==> src/rtl/instr_asm_pkg.sv <==
// instr_asm_pkg
//   Shared types and defaults for the instruction assembler.
//   - state_t   : assembler FSM states
//   - is_long() : opcode-length lookup against a long-opcode mask
//   - DEF_*     : default widths used by instr_assembler
package instr_asm_pkg;

    localparam int          DEF_DATA_W     = 8;
    localparam int          DEF_OPC_W      = 3;
    localparam int          DEF_OPND_BYTES = 1;
    localparam logic [7:0]  DEF_LONG_MASK  = 8'hF0;

    // Widest opcode the lookup helper supports; callers zero-extend into it.
    localparam int MAX_OPC_W = 8;
    localparam int MASK_W    = 2 ** MAX_OPC_W;

    typedef enum logic [1:0] {
        S_OPC  = 2'd0,
        S_OPND = 2'd1,
        S_HOLD = 2'd2
    } state_t;

    // Bit k of mask set means opcode k carries operand bytes.
    function automatic logic is_long(input logic [MAX_OPC_W-1:0] opcode,
                                     input logic [MASK_W-1:0]    mask);
        return mask[opcode];
    endfunction

endpackage

==> src/rtl/instr_operand_shifter.sv <==
// instr_operand_shifter
//   Operand register for the assembler. Each write lands the incoming byte
//   in lane idx (lane 0 = bits [DATA_W-1:0], little-endian). clr zeroes all
//   lanes and wins over wr_en.
// Ports:
//   clk, rst     clock, async active-low reset
//   clr          zero the whole operand
//   wr_en        write din into lane idx
//   idx          lane index (operand byte count)
//   din          byte to write
//   ad2          assembled operand
module instr_operand_shifter #(
    parameter int DATA_W     = 8,
    parameter int OPND_BYTES = 1,
    parameter int CNT_W      = 1
) (
    input  logic                         clk,
    input  logic                         rst,
    input  logic                         clr,
    input  logic                         wr_en,
    input  logic [CNT_W-1:0]             idx,
    input  logic [DATA_W-1:0]            din,
    output logic [OPND_BYTES*DATA_W-1:0] ad2
);

    logic [OPND_BYTES-1:0][DATA_W-1:0] lanes;

    always_ff @(posedge clk or negedge rst) begin
        if (!rst) begin
            lanes <= '0;
        end else if (clr) begin
            lanes <= '0;
        end else if (wr_en) begin
            for (int i = 0; i < OPND_BYTES; i++) begin
                if (idx == CNT_W'(i)) lanes[i] <= din;
            end
        end
    end

    assign ad2 = lanes;

endmodule

==> src/rtl/instr_assembler.sv <==
// instr_assembler
//   Assembles variable-length instructions (opcode byte + 0 or OPND_BYTES
//   operand bytes) from a byte-serial valid/ready fetch stream and presents
//   them on a valid/ready output to decode.
//   Build option: INSTR_ASM_PREFETCH_EN -- accept the next opcode byte in the
//   same cycle as the output handoff (1 short instruction per cycle).
// Ports:
//   clk, rst               clock, async active-low reset
//   flush                  drop partial/held instruction (highest priority)
//   in_valid/in_ready/in_data    fetch byte stream
//   out_valid/out_ready          assembled instruction handshake
//   ins                    opcode (top OPC_W bits of opcode byte)
//   ad1                    register address (low bits of opcode byte)
//   ad2                    operand, little-endian
module instr_assembler
    import instr_asm_pkg::*;
#(
    parameter int                  DATA_W     = DEF_DATA_W,
    parameter int                  OPC_W      = DEF_OPC_W,
    parameter int                  OPND_BYTES = DEF_OPND_BYTES,
    parameter logic [2**OPC_W-1:0] LONG_MASK  = DEF_LONG_MASK
) (
    input  logic                         clk,
    input  logic                         rst,
    input  logic                         flush,
    input  logic                         in_valid,
    output logic                         in_ready,
    input  logic [DATA_W-1:0]            in_data,
    output logic                         out_valid,
    input  logic                         out_ready,
    output logic [OPC_W-1:0]             ins,
    output logic [DATA_W-OPC_W-1:0]      ad1,
    output logic [OPND_BYTES*DATA_W-1:0] ad2
);

    localparam int CNT_W = $clog2(OPND_BYTES + 1);
    localparam int AD1_W = DATA_W - OPC_W;

`ifdef INSTR_ASM_PREFETCH_EN
    localparam bit PREFETCH = 1'b1;
`else
    localparam bit PREFETCH = 1'b0;
`endif

    state_t           state;
    logic [CNT_W-1:0] cnt;
    logic [OPC_W-1:0] opc;
    logic             opc_long;
    logic             acc;
    logic             opc_take;
    logic             opnd_take;
    logic             last_slot;

    assign opc      = in_data[DATA_W-1 -: OPC_W];
    assign opc_long = is_long(MAX_OPC_W'(opc), MASK_W'(LONG_MASK));

    always_comb begin
        in_ready = 1'b1;
        if (state == S_HOLD) in_ready = PREFETCH ? out_ready : 1'b0;
    end

    // flush masks the transfer even though in_ready stays driven.
    assign acc       = in_valid & in_ready & ~flush;
    // In S_HOLD in_ready can only be high with prefetch, and then only
    // alongside out_ready, so an accept there is always the next opcode.
    assign opc_take  = acc & ((state == S_OPC) | (state == S_HOLD));
    assign opnd_take = acc & (state == S_OPND);
    assign last_slot = (cnt == CNT_W'(OPND_BYTES - 1));

    always_ff @(posedge clk or negedge rst) begin
        if (!rst) begin
            state     <= S_OPC;
            cnt       <= '0;
            out_valid <= 1'b0;
            ins       <= '0;
            ad1       <= '0;
        end else if (flush) begin
            state     <= S_OPC;
            cnt       <= '0;
            out_valid <= 1'b0;
        end else if (opc_take) begin
            ins <= opc;
            ad1 <= in_data[AD1_W-1:0];
            cnt <= '0;
            if (opc_long) begin
                state     <= S_OPND;
                out_valid <= 1'b0;
            end else begin
                state     <= S_HOLD;
                out_valid <= 1'b1;
            end
        end else begin
            case (state)
                S_OPND: if (opnd_take) begin
                    cnt <= cnt + CNT_W'(1);
                    if (last_slot) begin
                        state     <= S_HOLD;
                        out_valid <= 1'b1;
                    end
                end
                S_HOLD: if (out_ready) begin
                    state     <= S_OPC;
                    out_valid <= 1'b0;
                end
                default: ;
            endcase
        end
    end

    instr_operand_shifter #(
        .DATA_W     (DATA_W),
        .OPND_BYTES (OPND_BYTES),
        .CNT_W      (CNT_W)
    ) u_opnd (
        .clk   (clk),
        .rst   (rst),
        .clr   (opc_take),
        .wr_en (opnd_take),
        .idx   (cnt),
        .din   (in_data),
        .ad2   (ad2)
    );

endmodule

==> config.mk <==
export PLATFORM = sky130hd
export DESIGN_NAME = instr_assembler
export DESIGN_NICKNAME = d
export VERILOG_FILES = /design/src/rtl/instr_asm_pkg.sv /design/src/rtl/instr_operand_shifter.sv /design/src/rtl/instr_assembler.sv
export SDC_FILE = /design/constraint.sdc
export NUM_CORES = 1
export LEC_CHECK = 0
export CORE_MARGIN = 2
export CORE_UTILIZATION = 43
export CTS_CLUSTER_SIZE = 20
export DETAILED_ROUTE_END_ITERATION = 12
export GPL_ROUTABILITY_DRIVEN = 0
export PLACE_DENSITY = 0.75
export SLEW_MARGIN = 25
export SYNTH_ARGS = -nofsm -noshare
export SYNTH_HDL_FRONTEND = slang
export SYNTH_SLANG_ARGS = --single-unit
==> constraint.sdc <==
create_clock -name clk -period 2.2 [get_ports clk]
set_input_delay 0.33 -clock clk [delete_from_list [all_inputs] [get_ports clk]]
set_output_delay 0.33 -clock clk [all_outputs]
set_load 0.03 [all_outputs]
==> results.md <==
Yosys:
- The synthesized netlist cell count is 66.
- The library cell occupying the most area in the post-synthesis netlist is sky130_fd_sc_hd__dfrtp_1.
- By area the synthesized netlist is led by sky130_fd_sc_hd__dfrtp_1 (55%), sky130_fd_sc_hd__mux2_1 (9.2%), sky130_fd_sc_hd__a22o_1 (8.2%).
- Yosys instantiated no cell more often than sky130_fd_sc_hd__dfrtp_1.
- The most used flip-flop cell after synthesis is sky130_fd_sc_hd__dfrtp_1.
- The simple-gate portion of the synthesized area is 0.111.
- The share of synthesized area in the top cell type comes to 0.554.
- Of the synthesized area, sequential elements account for 0.554.
- The total of flip-flops plus latches after synthesis is 19.
- Of the total synthesized cell area, the portion taken by full adders, half adders and majority gates is 0.0437.
- The commonest cells after synthesis are sky130_fd_sc_hd__dfrtp_1 (19), sky130_fd_sc_hd__a22o_1 (8), sky130_fd_sc_hd__mux2_1 (7).
- Counting flops with an async set or reset pin after synthesis yields a share of 1.00.
- The compound-gate portion of the synthesized area was 0.138.
- The combinational family with the most area after synthesis is compound AO/OA/AOI/OAI gates.
- The synthesized netlist net count is 82.
- After synthesis, the share of cell area in mux cells is 0.115.
- The netlist area before placement is 858 µm².
- Of the total synthesized cell area, the portion taken by XOR and XNOR cells is 0.
- The number of enable flip-flop cells after synthesis is 0.
- The per-instance average area after synthesis is 13.0 µm².
- Counting distinct cell types in the post-synthesis netlist gives 20.
- Yosys printed 0 warnings.

Final layout:
- Summing all non-filler instances in the final layout gives an area of 1220 µm².
- The final instance count without filler cells is 126.
- After filler insertion, the fill cell instance count of the layout stands at 179.
- The net count of the finished layout is 116.
- The total area of multi-input combinational cells is 350 µm².
- 0 antenna diodes ended up in the layout.
- The relative area change from synthesis to final layout is 41.8%.
- Across the whole layout, storage elements account for 475 µm².
- The proportion of layout cells with a drive suffix above 1 is 0.0707.

Min path:
- The tightest min-delay check is of the in2async type.

Setup path:
- The worst path required time is 1.87 ns.
- The critical path is of the reg2out type.
- The nature of the critical path startpoint is a flop.
- The critical path contains buffers and inverters numbering 2 combined.
- Data on the critical path arrives at its endpoint at 1.76 ns.
- The critical-path maximum fanout is 8.
- The delay contributed by the slowest stage of the critical path is 0.66 ns.
- The cell family contributing the most delay on the critical path is buffers and inverters.
- The master of the slowest instance on the critical path is sky130_fd_sc_hd__clkdlybuf4s50_1.
- Traced cell by cell, the critical path runs through ha_1, inv_1, clkdlybuf4s50_1.
- The endpoint class of the critical path is an output port.

STA:
- Setup repair after global routing left no endpoint under its margin.
- The slew at the pin closest to its max-slew limit is 0.681 ns.
- The normalized max-slew margin is 0.543.
- The post-layout minimum cycle time is 2.09 ns.
- Derived from the worst setup path, the maximum achievable clock frequency is 479 MHz.
- The number of endpoints with negative hold slack in the final report is 0.
- The number of endpoints failing setup at the final stage is 0.
- The final count of pins violating max slew came to 0.
- The final setup TNS is 0 ns.
- Setup slack on the critical path of the routed design comes to 0.112 ns.
- The worst clock skew on the final layout is 0.00491 ns.
- The share of the clock period used by the worst path is 0.949.

Die:
- Measured along the y axis, the die boundary spans 48.7 µm.
- The floorplan die area is 2370 µm².
- In this run the standard cell core region covers 1920 µm².
- The initial utilization of the core area, before any placement, comes to 0.447.
- The number of top-level design ports is 31.
- The die boundary width is 48.7 µm.
- Row generation in the floorplan step produced 16 rows.

Route:
- The number of nets still failing antenna checks after routing is 0.
- For this run, the detailed router's first-pass iteration total came to 4.
- The detailed-route vias per instance is 5.06.
- The via count of the routed design is 637.
- The routed wire length per instance is 14.3 µm.
- The DRC violation count after routing is 0.
- After detailed routing, the total wire length is 1810 µm.
- The starting DRC count in detailed routing is 8.

Clock network:
- TritonCTS built the clock tree.
- The total of cells resized after clock tree synthesis is 0.
- The clock drives 19 sinks.
- The clock transition at the registers of the reported paths is 0.11 ns.
- The deepest level of the CTS H-tree is 1.
- The buffer depth of the longest clock path is 2.
- The tree is rooted in a sky130_fd_sc_hd__clkbuf_4.
- The total clock buffers created by CTS is 3.
- Hold repair after CTS inserted 0 buffers.
- The later pin in the worst-skew pair is clocked with a latency of 0.29 ns.
- Post-CTS timing repair inserted 0 buffers for setup.

Global routing:
- The via count of the first global-routing pass is 685.
- Across every metal layer, demand over resource in global routing totals 0.173.
- The largest net degree at the start of global routing is 20.
- The wire length of the first global-routing pass is 3170 µm.
- The initial antenna violation count is 0.
- The global route total overflow is 0.

Power and ir drop:
- The post-layout total power is 1.35 mW.
- Power spread over the standard cell area amounts to 1110 nW/µm².
- The leakage power is 0.550 nW.
- The peak supply drop is 0.865 mV.

Place:
- Timing analysis after detailed placement gives a worst setup slack of 0.280 ns.
- The post-detailed-placement cell area is 1190 µm².
- In this run the tool buffered the top-level ports with 30 buffer cells.
- The sum of net half-perimeters after detailed placement is 1350 µm.
- The instance count after placement with tap cells included is 122.

Run:
- The max capacitance violation total is 0.

Outcome:
- The flow ran to the end, and the final reports show no timing, DRC or antenna violations.
through the flow:
stage	utilization	hold slack (ns)
finish	0.633	0.356
global route	0.633	0.344
CTS	0.633	0.354
detailed placement	0.619	0.479
global placement	0.619	0.470
floorplan	-	0.0344
path summary, 6_finish.rpt:
path	start	to	slack (ns)	cells after the start
setup / recovery	out_valid	in_ready	0.11	3
hold / removal	rst	ad1[4]	0.36	2
setup reg to reg	out_valid	u_opnd.ad2[4]	0.43	5
hold reg to reg	ad1[4]	ad1[4]	0.50	1
max in group asynchronous	rst	u_opnd.ad2[6]	1.65	2
min in group clk	ad1[4]	ad1[4]	0.50	1
sequential cells by signal, indices dropped and copies added (netlist names):
signal / cells
out_valid: 1
cnt: 1
u_opnd.ad2: 8
ad1: 5
state: 1
ins: 3
metal layers:
metal  GRT usage  vias to the layer above  wire (µm)
met4      0.0857                        0         19
met1       0.219                      313        799
met2       0.279                       15        924
li1            -                      307          -
met5           0                        -          0
met3      0.0401                        2         61
final cells by class:
cell class	instances	share of cell area
repair buffers	31	0.253
well taps	27	0.0277
multi-input cells	39	0.288
flip-flops and latches	19	0.391
clock buffers	3	0.0185
inverters	6	0.0185
clock inverters	1	0.00411
power breakdown:
group | internal (mW) | total, mW | switching (mW) | leakage, nW
combinational | 0.307 | 0.686 | 0.379 | 0.285
sequential | 0.442 | 0.497 | 0.0547 | 0.247
clock | 0.0676 | 0.169 | 0.102 | 0.0177
total | 0.817 | 1.35 | 0.535 | 0.550
worst reg2reg max path: stages (launching register included):
cell	delay, ns
sky130_fd_sc_hd__dfrtp_1	0.42
sky130_fd_sc_hd__inv_1	0.08
sky130_fd_sc_hd__ha_1	0.25
sky130_fd_sc_hd__nor2b_1	0.16
sky130_fd_sc_hd__o21ai_1	0.54
sky130_fd_sc_hd__a22o_1	0.25
cell families after synthesis:
family,count (synthesis)
AO/OA/AOI/OAI,15
adder cells (fa/ha/maj),3
buffers and inverters,8
flip-flops,19
multiplexers,9
AND/OR/NAND/NOR,12
placed cells by master (no fill, tap or decap), types with 2 or more instances in the layout:
| cell | instances |
|---|---|
| sky130_fd_sc_hd__clkdlybuf4s50_1 | 30 |
| sky130_fd_sc_hd__dfrtp_1 | 19 |
| sky130_fd_sc_hd__a22o_1 | 8 |
| sky130_fd_sc_hd__mux2_1 | 7 |
| sky130_fd_sc_hd__inv_1 | 6 |
| sky130_fd_sc_hd__nand2b_1 | 4 |
| sky130_fd_sc_hd__ha_1 | 3 |
| sky130_fd_sc_hd__clkbuf_4 | 3 |
| sky130_fd_sc_hd__mux2i_1 | 2 |
| sky130_fd_sc_hd__nor2b_1 | 2 |
| sky130_fd_sc_hd__o21ai_1 | 2 |
| sky130_fd_sc_hd__and4bb_1 | 2 |
(Power assumes the default switching activity.)
